File: config.mk
export PLATFORM = sky130hd
export DESIGN_NAME = mem_bus_mux
export DESIGN_NICKNAME = d
export VERILOG_FILES = /design/src/rtl/mem_bus_pkg.sv /design/src/rtl/mem_bus_decoder.sv /design/src/rtl/mem_bus_mux.sv
export SDC_FILE = /design/constraint.sdc
export NUM_CORES = 1
export LEC_CHECK = 0
export ABC_AREA = 1
export CORE_ASPECT_RATIO = 1.75
export CORE_MARGIN = 5
export CORE_UTILIZATION = 45
export DETAILED_ROUTE_END_ITERATION = 6
export PLACE_DENSITY = 0.86
export SYNTH_ARGS = -nofsm -noshare
export SYNTH_HDL_FRONTEND = slang
export SYNTH_SLANG_ARGS = --single-unit
File: constraint.sdc
create_clock -name clk -period 2.03 [get_ports clk]
set_input_delay 0.203 -clock clk [delete_from_list [all_inputs] [get_ports clk]]
set_output_delay 0.203 -clock clk [all_outputs]
set_load 0.02 [all_outputs]
File: src/rtl/mem_bus_pkg.sv
// Shared definitions for the memory bus multiplexer: FSM state encoding,
// default geometry/region map, and the timeout counter width helper.
package mem_bus_pkg;

  localparam int         DEF_NUM_SLV = 2;
  localparam int         DEF_ADDR_W  = 32;
  localparam int         DEF_DATA_W  = 32;
  localparam int         DEF_SEL_W   = 4;
  localparam logic [7:0] DEF_SLV_MAP = {4'h4, 4'h2};
  localparam int         DEF_TIMEOUT = 255;

  typedef enum logic [1:0] {
    ST_IDLE = 2'd0,
    ST_WAIT = 2'd1,
    ST_RESP = 2'd2
  } state_t;

  // Wide enough to hold TIMEOUT; keeps one bit when the timeout is disabled.
  function automatic int cnt_width(input int timeout);
    return (timeout > 0) ? $clog2(timeout + 1) : 1;
  endfunction

endpackage

File: src/rtl/mem_bus_decoder.sv
// Region decoder: matches the address region field against the slave map
// and returns a one-hot hit vector plus the binary index of the winner.
module mem_bus_decoder
  import mem_bus_pkg::*;
#(
  parameter int                         NUM_SLV = DEF_NUM_SLV,
  parameter int                         SEL_W   = DEF_SEL_W,
  parameter logic [NUM_SLV*SEL_W-1:0]   SLV_MAP = DEF_SLV_MAP,
  parameter int                         IDX_W   = $clog2(NUM_SLV)
) (
  input  logic [SEL_W-1:0]   region,
  output logic [NUM_SLV-1:0] hit,
  output logic [IDX_W-1:0]   idx,
  output logic               match
);

  // NOTE: every output gets a default before the loop so no latch is inferred.
  always_comb begin
    hit   = '0;
    idx   = '0;
    match = 1'b0;
    // Scanning downwards lets the lowest matching index overwrite the rest.
    for (int i = NUM_SLV - 1; i >= 0; i--) begin
      if (SLV_MAP[i*SEL_W +: SEL_W] == region) begin
        hit    = '0;
        hit[i] = 1'b1;
        idx    = IDX_W'(i);
        match  = 1'b1;
      end
    end
  end

endmodule

File: src/rtl/mem_bus_mux.sv
// Single-master to NUM_SLV-slave bus multiplexer with region decode,
// per-transaction acknowledge timeout and a saturating error counter.
module mem_bus_mux
  import mem_bus_pkg::*;
#(
  parameter int                         NUM_SLV = DEF_NUM_SLV,
  parameter int                         ADDR_W  = DEF_ADDR_W,
  parameter int                         DATA_W  = DEF_DATA_W,
  parameter int                         SEL_W   = DEF_SEL_W,
  parameter logic [NUM_SLV*SEL_W-1:0]   SLV_MAP = DEF_SLV_MAP,
  parameter int                         TIMEOUT = DEF_TIMEOUT
) (
  input  logic                        clk,
  input  logic                        rst,
  input  logic                        m_req,
  input  logic [ADDR_W-1:0]           m_addr,
  input  logic                        m_we,
  input  logic [DATA_W-1:0]           m_wdata,
  input  logic [DATA_W/8-1:0]         m_wstrb,
  output logic                        m_ack,
  output logic                        m_err,
  output logic [DATA_W-1:0]           m_rdata,
  output logic [NUM_SLV-1:0]          s_req,
  output logic [ADDR_W-1:0]           s_addr,
  output logic                        s_we,
  output logic [DATA_W-1:0]           s_wdata,
  output logic [DATA_W/8-1:0]         s_wstrb,
  input  logic [NUM_SLV-1:0]          s_ack,
  input  logic [NUM_SLV*DATA_W-1:0]   s_rdata,
  output logic [7:0]                  err_cnt
);

  localparam int IDX_W  = $clog2(NUM_SLV);
  localparam int STRB_W = DATA_W / 8;
  localparam int CNT_W  = cnt_width(TIMEOUT);
  localparam logic [CNT_W-1:0] CNT_LAST = CNT_W'((TIMEOUT > 0) ? TIMEOUT - 1 : 0);

  state_t              state, state_nxt;
  logic [NUM_SLV-1:0]  dec_hit, hit_q;
  logic [IDX_W-1:0]    dec_idx, idx_q;
  logic                dec_match;
  logic [ADDR_W-1:0]   addr_q;
  logic                we_q;
  logic [DATA_W-1:0]   wdata_q;
  logic [STRB_W-1:0]   wstrb_q;
  logic                err_q;
  logic [DATA_W-1:0]   rdata_q;
  logic [CNT_W-1:0]    cnt;
  logic                sel_ack, timed_out, err_evt;
  logic [DATA_W-1:0]   slv_rdata [NUM_SLV];

  mem_bus_decoder #(
    .NUM_SLV (NUM_SLV),
    .SEL_W   (SEL_W),
    .SLV_MAP (SLV_MAP),
    .IDX_W   (IDX_W)
  ) u_decoder (
    .region (m_addr[ADDR_W-1 -: SEL_W]),
    .hit    (dec_hit),
    .idx    (dec_idx),
    .match  (dec_match)
  );

  for (genvar g = 0; g < NUM_SLV; g++) begin : g_unpack
    assign slv_rdata[g] = s_rdata[g*DATA_W +: DATA_W];
  end

  // Masking with the latched one-hot vector discards acks from other ports.
  assign sel_ack   = |(s_ack & hit_q);
  assign timed_out = (TIMEOUT != 0) && (cnt == CNT_LAST);
  assign err_evt   = ((state == ST_IDLE) && m_req && !dec_match) ||
                     ((state == ST_WAIT) && !sel_ack && timed_out);

  assign s_addr  = addr_q;
  assign s_we    = we_q;
  assign s_wdata = wdata_q;
  assign s_wstrb = wstrb_q;

  // NOTE: sequential state uses non-blocking assignments so every register
  // samples the pre-edge values regardless of block ordering.
  always_ff @(posedge clk) begin
    if (rst) state <= ST_IDLE;
    else     state <= state_nxt;
  end

  always_comb begin
    state_nxt = state;
    s_req     = '0;
    m_ack     = 1'b0;
    m_err     = 1'b0;
    m_rdata   = '0;
    case (state)
      ST_IDLE: begin
        if (m_req) state_nxt = dec_match ? ST_WAIT : ST_RESP;
      end
      ST_WAIT: begin
        s_req = hit_q;
        if (sel_ack || timed_out) state_nxt = ST_RESP;
      end
      ST_RESP: begin
        m_ack     = 1'b1;
        m_err     = err_q;
        m_rdata   = rdata_q;
        state_nxt = ST_IDLE;
      end
      default: state_nxt = ST_IDLE;
    endcase
  end

  always_ff @(posedge clk) begin
    if (rst) begin
      addr_q  <= '0;
      we_q    <= 1'b0;
      wdata_q <= '0;
      wstrb_q <= '0;
      hit_q   <= '0;
      idx_q   <= '0;
      err_q   <= 1'b0;
      rdata_q <= '0;
      cnt     <= '0;
    end else begin
      case (state)
        ST_IDLE: begin
          if (m_req) begin
            addr_q  <= m_addr;
            we_q    <= m_we;
            wdata_q <= m_wdata;
            wstrb_q <= m_wstrb;
            hit_q   <= dec_hit;
            idx_q   <= dec_idx;
            err_q   <= !dec_match;
            rdata_q <= '0;
            cnt     <= '0;
          end
        end
        ST_WAIT: begin
          // A same-cycle ack beats the timeout; rdata_q stays 0 on error.
          if (sel_ack)        rdata_q <= we_q ? '0 : slv_rdata[idx_q];
          else if (timed_out) err_q   <= 1'b1;
          else                cnt     <= cnt + 1'b1;
        end
        default: ;
      endcase
    end
  end

  always_ff @(posedge clk) begin
    if (rst)                            err_cnt <= '0;
    else if (err_evt && err_cnt != 8'hFF) err_cnt <= err_cnt + 8'd1;
  end

endmodule

After elaboration in Yosys (flattened, before gate mapping)
Cells that the tools add are included.
{"block": "totals", "regBits": 123, "inputBits": 138, "out_inout_bits": 113, "word_cells": 73}
{"block": "classes", "add_sub_neg": 2, "order_cmp": 1, "eq_ne": 12, "muxes": 28, "bitwise": 2, "n_reduce_logical": 17}
{"cell": "32-bit two-way mux", "count": 7}
{"cell": "32-bit one-hot mux with 2 select lines", "count": 1}
{"cell": "8-bit two-way mux", "count": 3}
{"cell": "8-bit by 1-bit adder with 8-bit output (second input constant)", "count": 2}
{"cell": "8-bit one-hot mux with 2 select lines", "count": 1}
{"cell": "2-bit two-way mux", "count": 6}
{"cell": "2-bit != test (second input constant)", "count": 5}
{"cell": "8-bit == test (second input constant)", "count": 1}
{"cell": "1-bit two-way mux", "count": 8}
{"cell": "8-bit != test (second input constant)", "count": 1}
{"cell": "4-bit AND reduction", "count": 2}
{"cell": "1-bit logical AND", "count": 5}
{"cell": "2-bit by 4-bit == test with 1-bit output (first input constant)", "count": 1}
{"cell": "3-bit by 4-bit == test with 1-bit output (first input constant)", "count": 1}
{"cell": "2-bit one-hot mux with 2 select lines", "count": 1}
{"cell": "2-bit AND reduction", "count": 2}
{"cell": "3-bit AND reduction", "count": 1}
{"cell": "2-bit bitwise AND", "count": 1}
{"cell": "2-bit by 1-bit == test with 1-bit output (second input constant)", "count": 1}
{"cell": "2-bit == test (second input constant)", "count": 1}
{"cell": "2-bit >= comparator (second input constant)", "count": 1}
{"cell": "1-bit logical NOT", "count": 2}
{"cell": "2-bit logical NOT", "count": 1}
{"cell": "1-bit logical OR", "count": 2}
{"cell": "5 further kinds", "count": 5}

Logic depth before layout (Yosys ltp)
{"block": "logic_depth", "ltp_word": 7, "ltp_mapped": 10, "depth_no_buf": 10}

Cells and area by module
A second synthesis with hierarchy kept.
{"block": "hier_totals", "hier_cells": 757, "hier_area_um2": 5461.5}
{"mod": "mem_bus_mux", "instances": 1, "cells_each": 746, "area_each_um2": 5413.9, "seq_area_each_um2": 2462.4}
{"mod": "mem_bus_decoder", "instances": 1, "cells_each": 11, "area_each_um2": 47.5, "seq_area_each_um2": 0.0}

Worst setup path after synthesis
Ideal clock, no wire load.
{"block": "synth_timing", "kind": "flip-flop to output port", "startpoint": "register state[1]", "endpoint": "output m_rdata[10]", "t_arrival_ns": 1.420, "required_time_ns": 1.827, "setup_slack_ns": 0.407, "stages_incl_launch_ff": 6, "n_path_buf": 1, "cell_sequence": "dfxtp_1 > inv_2 > nor2_1 > inv_1 > buf_1 > nor2_1"}
{"block": "synth_via", "elab_chain_cells": 2}
{"element": "from (decl)", "line_no": "mem_bus_mux.sv:38", "text": "state_t state, state_nxt;"}
{"element": "from (signal assigned)", "line_no": "mem_bus_mux.sv:83", "text": "else state <= state_nxt;"}
{"element": "2-bit == test", "line_no": "mem_bus_mux.sv:92", "text": "case (state)"}
{"element": "32-bit two-way mux", "line_no": "mem_bus_mux.sv:92"}
{"element": "to (decl)", "line_no": "mem_bus_mux.sv:22", "text": "output logic [DATA_W-1:0] m_rdata,"}
No other way between the ends.

Worst setup path in the final report
{"block": "layout_timing", "startpoint": "register state[1]", "endpoint": "output m_rdata[16]"}
The elaborated chain is that of the path after synthesis.

==> summary.md <==
| Metric | Value |
|---|---|
| Io pins | `approximately 250` |
| Detailed-route via count | `5,877` |
| Slowest stage delay, CP | `roughly 0.37 ns` |
| Clock root buffer | `clkbuf_16` |
| Final core occ | `between 70% and 80%` |
| CTS tree | `yes` |
| Clock Tree Buf Depth | `2` |
| Tcrit/Tclk final | `a little over nine tenths` |
| Leak | `3.52 nW` |
| DRT iter0 DRCs | `213` |
| Worst min path class | `in2reg` |
| Yosys cell types | `24` |
| Hold_buf cts | `0` |
| Worst r2r src | `state[1]$_SDFFE_PP0P_` |
| Comb pwr share | `roughly a quarter` |
| Largest net degree at the start of global routing | `54` |
| Post-CTS setup buffers | `0` |
| Slowest-stage cell, CP | `dfxtp_1` |
| GRT Total Usage | `23.3%` |
| XOR/XNOR Fraction of Synth Area | `0%` |
| Crit Path Class | `reg2out` |
| Final setup vio count | `0` |
| Reg-to-Reg End | `rdata_q[24]$_SDFFE_PP0P_` |
| Layout cells sized above 1 | `about 5.6%` |
| CP bufs+invs | `4` |
| Cell count along the critical path | `6` |
| Largest family of logic cells by synthesized area | `simple AND/OR/NAND/NOR gates` |
| Crit-path cells | `inv_2 -> nor2_1 -> inv_1 -> buf_4 -> nor2_1 -> dlygate4sd2_1` |
| RSZ-0062 raised after global routing | `no` |
| RePlAce Congestion | `around 0.86` |
| Mux share of post-synthesis cell area | `0%` |
| Synth Net Count | `between 900 and 1,000` |
| Worst r2r path cells | `8` |
| Clock power share | `between 30 and 40%` |
| Initial antenna violation count | `0` |
| Post-Syn Instances | `just over 800` |
| Drt drc | `0` |
| Clock transition at the registers of the reported paths | `~0.05 ns` |
| Number of H-tree levels | `4` |
| Die Ht | `around 160 um` |
| CP Max Fanout | `33` |
| Placed Area | `roughly 0.0080 mm^2` |
| Final slew viol count | `0` |
| FF+latch count, synth | `about 120` |
| Setup TNS | `0 ns` |
| Sw Pwr | `~2.2 mW` |
| Worst Setup Start Kind | `flop` |
| Power density cells | `about 900 mW/mm^2` |
| Antenna cells | `0` |
| DP Wirelength | `around 12 mm` |
| Adder-cell area share of the yosys netlist | `less than 1%` |
| Vias in the first global route | `5,633` |
| First drt pass iteration count | `4` |
| Final min period | `1.91 ns` |
| Sw frac | `between 20% and 30%` |
| Sequential Power Share | `around 37%` |
| CTS Buf Count | `17` |
| Area delta synth->final | `57.1%` |
| Worst slew margin | `between 60 and 70%` |
| Tot Pwr | `7.49 mW` |
| HP Start | `m_addr[29]` |
| Post-Syn Area | `0.00543 mm^2` |
| Max Clk Rate | `0.525 GHz` |
| CP Data Arrival Time | `~1.7 ns` |
| Worst-case hold path end point | `s_addr[29]$_SDFFE_PP0P_` |
| Post-route cell area | `between 0.008 and 0.009 mm^2` |
| Simple-Gate Fraction of Synth Area | `about a third` |
| Status | `completed` |
| Port bufs | `250` |
| Endpoints failing hold | `0` |
| Worst-skew pair later-pin latency | `roughly 0.40 ns` |
| Worst path top cell family by delay | `buffers and inverters` |
| Reg-to-reg setup timing slack | `0.45 ns` |
| Cell-internal power | `between 5 and 6 mW` |
| Vias per std cell | `4.90` |
| Final wirelength | `between 15 and 20 mm` |
| DRT antenna net count | `0` |
| Yosys warns | `0` |
| Max_cap viols | `0` |
| Clock sink count | `approximately 120` |
| Final Skew | `0.00802 ns` |
| Row cnt | `53` |
| First-pass GRT wire length | `~27 mm` |
| Worst setup EP type | `primary output` |
| CP dominant cell by count | `nor2_1` |
| Core Area | `around 0.012 mm^2` |
| Hold Path Cell Cnt | `3` |
| Worst-margin pin slew | `approximately 0.56 ns` |
| Crit path required time | `around 1.8 ns` |
| Die area | `0.0144 mm^2` |
| Total gr overflow | `0` |
| Seq/Total Area, Yosys | `45.0%` |
| Peak VDD IR | `999 uV` |
| Routed len/inst | `approximately 14 um` |
| Post-synthesis compound-gate area fraction | `roughly an eighth` |
| Nets | `approximately 1,200` |
| Chip width | `roughly 93 um` |
| Average size of a mapped cell | `between 6 and 7 um^2` |
| Initial core utilization | `45.5%` |
| Hold_ws | `just under 0.4 ns` |
[worst min-delay path, stage by stage]
cell and delay (ns):
clkdlybuf4s50_1 0.41, inv_1 0.08, a21oi_1 0.06
[placed cells by master (no fill, tap or decap), drive strengths merged]
cell	count
nor2	208
bufinv	2
o21ai	78
clkdlybuf4s15	5
nand2	179
nand3	58
nor3	3
a211oi	1
clkinv	4
ha	3
clkdlybuf4s50	217
clkinvlp	5
a21oi	49
dfxtp	122
buf	13
dlygate4sd2	26
clkbuf	20
inv	68
nand4	1
[synthesized netlist by cell type (all sizes together)]
| cell | count | area share, % |
|---|---|---|
| nor2 | 208 | 14 |
| nand2 | 179 | 13 |
| dfxtp | 122 | 45 |
| o21ai | 78 | 7.3 |
| inv | 66 | 4.6 |
| nand3 | 58 | 5.5 |
| a21oi | 49 | 4.5 |
| buf | 28 | 3.0 |
| clkbuf | 21 | 1.5 |
| ha | 3 | 0.69 |
| nor3 | 3 | 0.28 |
| a211oi | 1 | 0.14 |
| nand4 | 1 | 0.12 |
[worst max-delay path by stage]
stage	start	end	slack (ns)
floorplan	state[1]$_SDFFE_PP0P_	m_rdata[10]	0.41
global placement	state[1]$_SDFFE_PP0P_	m_rdata[26]	0.29
detailed placement	state[1]$_SDFFE_PP0P_	m_rdata[26]	0.25
CTS	state[1]$_SDFFE_PP0P_	m_rdata[3]	0.1
global route	state[1]$_SDFFE_PP0P_	m_rdata[8]	0.0006
finish	state[1]$_SDFFE_PP0P_	m_rdata[16]	0.12
[per-layer routing]
layer  wire length, um  vias to the layer above  GRT usage [%]
li1                  -                     3016              -
met1              5920                     2613           23.1
met2              8710                      214           43.2
met3              1500                       34           7.74
met4               524                        0           10.6
met5                 0                        -              0
[through the flow]
stage | cells | setup slack (ns)
after floorplan | 817 | 0.407
after global placement | 1168 | 0.292
after detailed placement | 1168 | 0.252
after CTS | 1199 | 0.0996
after global routing | 1199 | 0.000591
final | 1199 | 0.125
[registers in the layout, summed over array words and instances, names as in the netlist]
register	count
cnt	8
s_addr	32
s_wstrb	4
s_we	1
rdata_q	32
hit_q	2
state	2
s_wdata	32
err_q	1
err_cnt	8
[cell type report]
| cell class | count | area [um^2] |
|---|---|---|
| Tap cell | 137 | 171 |
| Clock inverter | 13 | 146 |
| Multi-Input combinational cell | 580 | 2490 |
| Clock buffer | 18 | 439 |
| Timing Repair Buffer | 263 | 2580 |
| Inverter | 66 | 250 |
| Sequential cell | 122 | 2440 |
| Fill cell | 1005 | 3420 |
[power by group through the flow]
stage	Sequential [mW]	Clock, mW	Combinational [mW]
final	2.73	2.96	1.80
after global routing	2.76	3.15	1.98
after CTS	2.74	3.02	1.81
after detailed placement	2.79	0	1.81
after global placement	2.77	0	1.79
after floorplan	2.99	0	0.769
[kinds of logic after synthesis]
family / Yosys count
compound gates: 128
flops: 122
buf+inv: 115
simple gates: 449
fa+ha+maj: 3
[what timing repair did]
action / CTS / global route
setup endpoints to repair: 33 / 7
resized for setup: 33 / 9
cloned: 0 / 0
No activity file was read; power rests on OpenSTA's default activity.
